`src/rtl/ps2_scan_rx.sv`:
```
// PS/2 keyboard receiver: synchronises and de-glitches the raw pins, deframes
// 11-bit frames and folds E0/F0 prefixes into single make/break key events.
module ps2_scan_rx #(
  parameter int FILTER_LEN     = 4,
  parameter int TIMEOUT_CYCLES = 50000
) (
  input  logic       clk,
  input  logic       reset_n,
  input  logic       keyboardCLK,
  input  logic       keyboardData,
  output logic [7:0] code,
  output logic       code_valid,
  output logic       is_break,
  output logic       is_extended,
  output logic       frame_err,
  output logic       busy
);

  localparam int FW = $clog2(FILTER_LEN + 1);
  localparam int TW = $clog2(TIMEOUT_CYCLES + 1);
  localparam logic [FW-1:0] FILT_MAX = FW'(FILTER_LEN - 1);
  localparam logic [FW-1:0] FILT_ONE = FW'(1);
  localparam logic [TW-1:0] TO_MAX   = TW'(TIMEOUT_CYCLES - 1);
  localparam logic [TW-1:0] TO_ONE   = TW'(1);

  typedef enum logic [1:0] {
    S_IDLE  = 2'd0,
    S_RECV  = 2'd1,
    S_CHECK = 2'd2
  } state_t;

  logic [1:0]    clk_sync_reg;
  logic [1:0]    dat_sync_reg;
  logic          filt_reg;
  logic          filt_d_reg;
  logic [FW-1:0] filt_cnt_reg;
  logic          fall;
  logic          dat_bit;

  state_t        state_reg;
  state_t        state_next;
  logic [3:0]    bitcnt_reg;
  logic [10:1]   frame_reg;
  logic [TW-1:0] idle_cnt_reg;
  logic          ext_pend_reg;
  logic          brk_pend_reg;

  logic          timeout;
  logic          frame_ok;
  logic          emit;
  logic          err_next;
  logic          set_ext;
  logic          set_brk;
  logic          clr_pend;

  always_ff @(posedge clk or negedge reset_n) begin
    if (!reset_n) begin
      clk_sync_reg <= 2'b11;
      dat_sync_reg <= 2'b11;
    end else begin
      clk_sync_reg <= {clk_sync_reg[0], keyboardCLK};
      dat_sync_reg <= {dat_sync_reg[0], keyboardData};
    end
  end

  // Filtered clock only follows the synchronised clock after FILTER_LEN
  // consecutive disagreeing cycles; any agreement restarts the count.
  always_ff @(posedge clk or negedge reset_n) begin
    if (!reset_n) begin
      filt_reg     <= 1'b1;
      filt_d_reg   <= 1'b1;
      filt_cnt_reg <= '0;
    end else begin
      filt_d_reg <= filt_reg;
      if (clk_sync_reg[1] == filt_reg) begin
        filt_cnt_reg <= '0;
      end else if (filt_cnt_reg == FILT_MAX) begin
        filt_reg     <= clk_sync_reg[1];
        filt_cnt_reg <= '0;
      end else begin
        filt_cnt_reg <= filt_cnt_reg + FILT_ONE;
      end
    end
  end

  assign fall    = filt_d_reg & ~filt_reg;
  assign dat_bit = dat_sync_reg[1];
  assign timeout = (state_reg == S_RECV) && !fall && (idle_cnt_reg == TO_MAX);

  always_ff @(posedge clk or negedge reset_n) begin
    if (!reset_n) state_reg <= S_IDLE;
    else          state_reg <= state_next;
  end

  always_comb begin
    state_next = state_reg;
    case (state_reg)
      S_IDLE:  if (fall && !dat_bit) state_next = S_RECV;
      S_RECV: begin
        if (fall && bitcnt_reg == 4'd10) state_next = S_CHECK;
        else if (timeout)                state_next = S_IDLE;
      end
      S_CHECK: state_next = S_IDLE;
      default: state_next = S_IDLE;
    endcase
  end

  // Frame shift-in and inter-edge watchdog.
  always_ff @(posedge clk or negedge reset_n) begin
    if (!reset_n) begin
      bitcnt_reg   <= 4'd0;
      frame_reg    <= '0;
      idle_cnt_reg <= '0;
    end else begin
      case (state_reg)
        S_IDLE: begin
          idle_cnt_reg <= '0;
          if (fall && !dat_bit) bitcnt_reg <= 4'd1;
        end
        S_RECV: begin
          if (fall) begin
            frame_reg[bitcnt_reg] <= dat_bit;
            bitcnt_reg            <= bitcnt_reg + 4'd1;
            idle_cnt_reg          <= '0;
          end else begin
            idle_cnt_reg <= idle_cnt_reg + TO_ONE;
          end
        end
        default: idle_cnt_reg <= '0;
      endcase
    end
  end

  always_comb begin
    busy     = (state_reg != S_IDLE);
    frame_ok = frame_reg[10] & (^frame_reg[9:1]);
    emit     = 1'b0;
    set_ext  = 1'b0;
    set_brk  = 1'b0;
    err_next = timeout;
    if (state_reg == S_CHECK) begin
      if (!frame_ok)                       err_next = 1'b1;
      else if (frame_reg[8:1] == 8'hE0)    set_ext  = 1'b1;
      else if (frame_reg[8:1] == 8'hF0)    set_brk  = 1'b1;
      else                                 emit     = 1'b1;
    end
    clr_pend = emit | err_next;
  end

  always_ff @(posedge clk or negedge reset_n) begin
    if (!reset_n) begin
      code         <= 8'h00;
      code_valid   <= 1'b0;
      is_break     <= 1'b0;
      is_extended  <= 1'b0;
      frame_err    <= 1'b0;
      ext_pend_reg <= 1'b0;
      brk_pend_reg <= 1'b0;
    end else begin
      code_valid <= emit;
      frame_err  <= err_next;
      if (emit) begin
        code        <= frame_reg[8:1];
        is_break    <= brk_pend_reg;
        is_extended <= ext_pend_reg;
      end
      if (clr_pend) begin
        ext_pend_reg <= 1'b0;
        brk_pend_reg <= 1'b0;
      end else begin
        if (set_ext) ext_pend_reg <= 1'b1;
        if (set_brk) brk_pend_reg <= 1'b1;
      end
    end
  end

endmodule

```
`config.mk`:
```
export PLATFORM = sky130hd
export DESIGN_NAME = ps2_scan_rx
export DESIGN_NICKNAME = d
export VERILOG_FILES = /design/src/rtl/ps2_scan_rx.sv
export SDC_FILE = /design/constraint.sdc
export NUM_CORES = 1
export LEC_CHECK = 0
export CAP_MARGIN = 20
export CORE_MARGIN = 3
export CORE_UTILIZATION = 53
export CTS_BUF_LIST = sky130_fd_sc_hd__clkbuf_16
export DETAILED_ROUTE_END_ITERATION = 7
export MAX_ROUTING_LAYER = met4
export PLACE_DENSITY_LB_ADDON = 0.2
export SLEW_MARGIN = 30
export SYNTH_ARGS = -nofsm -noshare
export SYNTH_HDL_FRONTEND = slang
export SYNTH_SLANG_ARGS = --single-unit
```
`constraint.sdc`:
```
create_clock -name clk -period 1.9 [get_ports clk]
set_input_delay 0.38 -clock clk [delete_from_list [all_inputs] [get_ports clk]]
set_output_delay 0.38 -clock clk [all_outputs]
set_load 0.01 [all_outputs]
```
==> out/metrics.cfg, run 1 <==
[critical_path]
slowest_stage = xnor3_2
crit_path_end_kind = register
timing.rr.start = frame_reg[7]
rr_endpoint = code[3]
crit_chain = ha_1, xnor3_2, xor2_2, nand2_2, nor2_4, buf_12, mux2_4
r2r_cells = 7
cp.required_ps = 2070
critical_path_class = reg2reg
cp_max_fo = 10
slowest_delay_ps = 450
worst_ep_arrival_time_ps = 2230
reg2reg_slack_ps = -160
startpoint_type = register

[yosys]
ys_ff_latch = 55
ys_types = 45
yosysWarnings = 0
synth_nets = 230
synth_flop_cell = dfrtp_1
synth_area_um2 = 2600
synth_edf_count = 0
async_reset_ff_share_pct = 100
synthesis.instances = 215
ys_seq_area_share_pct = 53.1
syn_avg_cell_area_um2 = 12.1

[power_and_ir_drop]
power_leakage_nw = 1.54
p_comb_share_pct = 44.5
seqPwrFrac_pct = 36.0
pwr-share-clk_pct = 19.5
p_per_area_nw_per_um2 = 1360
internal_power_mw = 2.97
switchingPower_mw = 1.44
peakVddDrop_mv = 0.971
power.share.switching_pct = 32.7

[timing]
grt_setup_unrepaired = yes
fin_setup_tns_ps = -1760
finalClockSkew_ps = 4.73
finalHoldViolations = 0
setup_ws_ps = -158
setup_viol = 13
tightest_slew_ps = 526
drv_slew = 0
period_needed_ps = 2060
max_freq_mhz = 486
min_period_over_period_pct = 108
slew_headroom_pct = 64.9

[route]
drtPass1Iterations = 4
drt_iter0_markers = 68
num_vias = 1709
drt_wl_total_mm = 4.75
drt.antenna.violating_nets = 0
wl_per_cell_um = 14.5
remaining_drc_errors = 0
vias_per_cell = 5.23

[floorplanning]
core_area_um2 = 4530
dieArea_um2 = 5790
die_w_um = 76.1
initial_core_util_pct = 57.4
rows = 24
ios = 17
die_h_um = 76.1

[clocking]
root_buffer = clkbuf_16
clock_path_buffers = 2
cts_sinks = 55
cts_buffers = 5
cts.htree.levels = 2
clock_latency_ps = 290
cts_tree = done
clk_pin_slew_worst_paths_ps = 70

[run]
cap_viol_max_count = 0

[placed_design]
dpl.hpwl_mm = 3.28
pre_cts_ws_ps = -205
placedCellCount = 314
gp_congestion = 0.829
port_buffers = 16

[global_routing]
grt_pass1_wl_mm = 7.97
grt_max_degree = 27
grt_pass1_vias = 1739
grt_overflow_total = 0
antenna_found_initial = 0
grtUsageTotal_pct = 17.5

[final_layout]
drive_gt1_share_pct = 29.4
synthToLayoutAreaGrowth_pct = 24.7
antenna_cells = 0
final_core_util_pct = 71.6
largest_reg_flops = 16
nets = 276
final_cells = 327

[hold_path]
hold_class = in2async

[status]
outcome = finished, violations left
violations = setup timing

-- synth_stat cells (3+ instances only) --
cell type,instances,area (µm²)
xor2_1,11,96.3
mux2_4,9,135
dfrtp_1,49,1230
nor2b_1,3,18.8
a21oi_1,3,15.0
o21ai_0,9,45.0
nor2_1,16,60.1
or3_1,3,18.8
nand3_1,9,45.0
mux2i_1,6,60.1
xnor2_1,4,35.0
mux2_2,6,67.6
nand2_1,19,71.3
nor3b_2,3,37.5
dfstp_2,6,158
and3_1,6,37.5
ha_1,11,138
inv_1,9,33.8
-- per-layer routing --
metal	track usage (%)	up-vias	share of wire, %
met5	-	-	0
met4	5.62	0	1.1
met3	3.66	7	2.7
met2	26.4	25	47
met1	24.0	844	49
li1	-	833	-
-- power by group through the flow --
stage | Clock (mW) | Sequential (mW) | Combinational (mW)
after detailed placement | 0 | 1.62 | 1.46
after floorplan | 0 | 1.56 | 0.917
after global placement | 0 | 1.60 | 1.42
after CTS | 0.872 | 1.59 | 1.63
after global routing | 0.920 | 1.62 | 2.14
final | 0.859 | 1.59 | 1.96
-- logic make-up after synthesis --
logic type                 Yosys count  share of synthesized area (%)
muxes                               22                           10.5
xor gates and xnor gates            17                           6.58
buffers and inverters               13                           2.55
AOI/OAI and AO/OA                   18                           4.42
adders and majority gates           11                           5.29
and+or+nand+nor                     79                           17.5
DFF                                 55                           53.1
-- per-stage QoR --
stage | hold slack [ps] | total power, mW | area, µm²
CTS | 83.4 | 4.09 | 3180
global placement | 347 | 3.02 | 3000
detailed placement | 351 | 3.08 | 3000
finish | 69.6 | 4.41 | 3250
global route | 93.6 | 4.69 | 3250
floorplan | 84.4 | 2.48 | 2600
-- worst max-delay path, delay by kind of cell, from the launching register on --
kind,cells,cell delay [ps]
xor+xnor,2,620
mux,1,300
simple gates,2,220
buf+inv,1,150
flops,1,380
fa+ha+maj,1,290
-- layout make-up --
class / instances / area (µm²)
timing repair buffer: 43 / 397
fill: 313 / 1290
clock buffer: 5 / 125
multi-input combinational: 147 / 1210
sequential: 55 / 1390
clock inverter: 3 / 12.5
tap: 65 / 81.3
inverter: 9 / 33.8
-- placed cells by master (no fill, tap or decap), drive strengths merged, types with 2 or more instances in the layout --
cell type / Yosys / routed
a21oi: 3 / 3
a22o: 2 / 2
and2: 2 / 2
and3: 7 / 7
buf: 2 / 28
clkbuf: 2 / 5
clkdlybuf4s50: 0 / 14
dfrtp: 49 / 49
dfstp: 6 / 6
ha: 11 / 11
inv: 9 / 11
mux2: 16 / 16
mux2i: 6 / 6
nand2: 20 / 20
nand3: 9 / 9
nand3b: 2 / 2
nand4: 3 / 3
nand4b: 2 / 2
nor2: 17 / 17
nor2b: 3 / 3
nor3: 2 / 2
nor3b: 4 / 4
o21ai: 9 / 9
or3: 3 / 3
or4: 2 / 2
xnor2: 4 / 4
xor2: 12 / 12
-- timing repair --
item                       in CTS  in global routing
gates resized for setup         4                 13
setup buffers                   3                  4
hold buffers                    0                  0
setup endpoints to repair      12                 14
pin swaps                       0                  8
-- how the worst max path moves through the flow --
stage                     slack (ps)  cells past startpoint         start  endpoint
final                           -160                      7  frame_reg[7]   code[3]
after global routing            -250                      7  frame_reg[8]   code[1]
after CTS                       -160                      7  frame_reg[7]   code[3]
after detailed placement        -200                      7  frame_reg[7]   code[3]
after global placement          -140                      8  frame_reg[3]   code[7]
after floorplan                 -110                      7  frame_reg[7]   code[1]
Note: power is estimated with default switching activity, not from simulation.
==> run 2: changes to the inputs <==
--- a/config.mk
+++ b/config.mk
@@ -6,10 +6,13 @@
 export NUM_CORES = 1
 export LEC_CHECK = 0
 export CAP_MARGIN = 20
+export CELL_PAD_IN_SITES_DETAIL_PLACEMENT = 0
+export CELL_PAD_IN_SITES_GLOBAL_PLACEMENT = 1
 export CORE_MARGIN = 3
-export CORE_UTILIZATION = 53
+export CORE_UTILIZATION = 47
 export CTS_BUF_LIST = sky130_fd_sc_hd__clkbuf_16
 export DETAILED_ROUTE_END_ITERATION = 7
+export HOLD_SLACK_MARGIN = 0.15
 export MAX_ROUTING_LAYER = met4
 export PLACE_DENSITY_LB_ADDON = 0.2
 export SLEW_MARGIN = 30
==> constraint.sdc (replaced) <==
create_clock -name clk -period 2.3 [get_ports clk]
set_input_delay 0.46 -clock clk [delete_from_list [all_inputs] [get_ports clk]]
set_output_delay 0.46 -clock clk [all_outputs]
set_load 0.01 [all_outputs]
==> run 2 against run 1 <==
Against the previous run:
- first-iteration DRC count shrank 7.4%
- largest cell class unchanged
- sequential power shrank 16%
- the flow now finishes without violations
- register-to-register slack gained 300 ps
- routed wire length shrank 8.7%
- critical endpoint is now code[0]
==> out/metrics.cfg, run 2 (same netlist as run 1, synthesis figures left out) <==
[critical_path]
cp.required_ps = 2480  ; +410 ps
cp_max_fo = 11  ; +1
worst_ep_arrival_time_ps = 2340  ; +110 ps
startpoint_type = register
crit_path_end_kind = register
critical_path_class = reg2reg

[route]
vias_per_cell = 5.13  ; -1.9%
drt_iter0_markers = 63  ; -7.4%
remaining_drc_errors = 0  ; unchanged
drt_wl_total_mm = 4.34  ; -8.7%
wl_per_cell_um = 14.0  ; -3.7%
drtPass1Iterations = 4  ; unchanged
num_vias = 1589  ; -7.0%
drt.antenna.violating_nets = 0  ; unchanged

[global_routing]
antenna_found_initial = 0  ; unchanged
grt_max_degree = 21  ; -22%
grt_pass1_vias = 1625  ; -6.6%
grt_pass1_wl_mm = 7.76  ; -2.7%
grt_overflow_total = 0  ; unchanged
grtUsageTotal_pct = 16.1  ; -1.5 points

[final_layout]
final_core_util_pct = 58.3  ; -13 points
synthToLayoutAreaGrowth_pct = 17.3
final_common_cell = dfrtp_1
largest_reg_flops = 16  ; unchanged
fin_area_um2 = 3060  ; -5.9%
nets = 254  ; -8.0%
final_cells = 310  ; -5.2%
fill_cells = 437  ; +40%
layout_common_cells = dfrtp_1, nand2_1, nor2_1
drive_gt1_share_pct = 19.6  ; -9.8 points
antenna_cells = 0  ; unchanged

[timing]
max_freq_mhz = 463  ; -4.7%
min_period_over_period_pct = 93.9  ; -14 points
hold_slack_ps = 359  ; +289 ps
setup_viol = 0  ; -13
slew_headroom_pct = 70.2  ; +5.3 points
finalHoldViolations = 0  ; unchanged
grt_setup_unrepaired = no
drv_slew = 0  ; unchanged
setup_ws_ps = 141  ; +299 ps
fin_setup_tns_ps = 0  ; +1760 ps
period_needed_ps = 2160  ; +101 ps
tightest_slew_ps = 446  ; -79.7 ps
finalClockSkew_ps = 9.03  ; +4.30 ps

[placed_design]
pre_cts_ws_ps = 125  ; +330 ps
placedCellCount = 301  ; -4.1%
gp_congestion = 0.821  ; -0.93%
dpl_cell_area_um2 = 2860  ; -4.7%
port_buffers = 16  ; unchanged
dpl.hpwl_mm = 3.15  ; -4.1%

[clocking]
clock_latency_ps = 290  ; about the same
root_buffer = clkbuf_16
clk_pin_slew_worst_paths_ps = 70  ; about the same
clock_path_buffers = 2  ; unchanged
cts_sinks = 55  ; unchanged
cts_tree = done
cts.htree.levels = 2  ; unchanged
cts_resized = 0  ; -4
cts_buffers = 5  ; unchanged

[hold_path]
hold_class = reg2reg

[floorplanning]
ios = 17  ; unchanged
initial_core_util_pct = 49.7  ; -7.7 points
dieArea_um2 = 6470  ; +12%
rows = 26  ; +8.3%
core_area_um2 = 5240  ; +16%
die_h_um = 80.4  ; +5.7%
die_w_um = 80.4  ; +5.7%

[power_and_ir_drop]
p_per_area_nw_per_um2 = 1050  ; -23%
power_leakage_nw = 1.43  ; -7.1%
power_mw = 3.20  ; -28%
peakVddDrop_mv = 0.668  ; -31%

[status]
outcome = complete, no violations

[run]
cap_viol_max_count = 0  ; unchanged

-- run 2: cell count changes in the layout (fill, tap and decap cells not counted), moves of 2 or more --
| cell | before | now |
|---|---|---|
| bufinv_16 | 0 | 2 |
| dfrtp_2 | 2 | 0 |
| o21ai_0 | 7 | 9 |
| buf_6 | 3 | 0 |
| dfrtp_1 | 47 | 49 |
| buf_4 | 22 | 3 |
-- run 2: layout make-up --
type,count,area [µm²],share of cell area [%]
inverters,9,33.8,1.11
flip-flops and latches,55,1380,45.3
clock buffers,5,125,4.10
well taps,70,87.6,2.87
clock inverters,3,63.8,2.09
repair buffers,21,208,6.80
multi-input cells,147,1150,37.8
-- run 2: power breakdown --
group	internal (mW)	switching, mW
logic	0.445	0.471
clock network	0.620	0.332
registers	1.15	0.175
total	2.22	0.978
-- run 2: per-layer routing --
| layer | GRT usage (%) | part of all wire, % | vias to the layer above |
|---|---|---|---|
| li1 | - | - | 786 |
| met1 | 22.9 | 52 | 769 |
| met2 | 22.8 | 42 | 28 |
| met3 | 3.70 | 4.0 | 6 |
| met4 | 5.07 | 1.4 | 0 |
| met5 | - | 0 | - |
-- run 2: worst paths after layout --
kind,from,end,slack [ps],depth (start not counted)
setup reg to reg,frame_reg[5],code[0],140,8
min in group asynchronous,reset_n,code_valid,650,2
hold reg to reg,dat_sync_reg[0],dat_sync_reg[1],360,0
max in group asynchronous,reset_n,filt_d_reg,990,3
hold / removal,dat_sync_reg[0],dat_sync_reg[1],360,0
setup / recovery,frame_reg[5],code[0],140,8
-- run 2: what timing repair did --
action / 4_1_cts / 5_1_grt
setup buffers: 0 / 0
hold endpoints to repair: 18 / 0
hold buffers: 1 / 0
-- run 2: critical path: stages, from the launching register on --
cell and delay, ps:
dfrtp_1 380, inv_1 70, ha_1 300, xnor3_2 390, xor2_1 200, nand2_2 100
nor2_4 130, buf_12 150, mux2_2 330
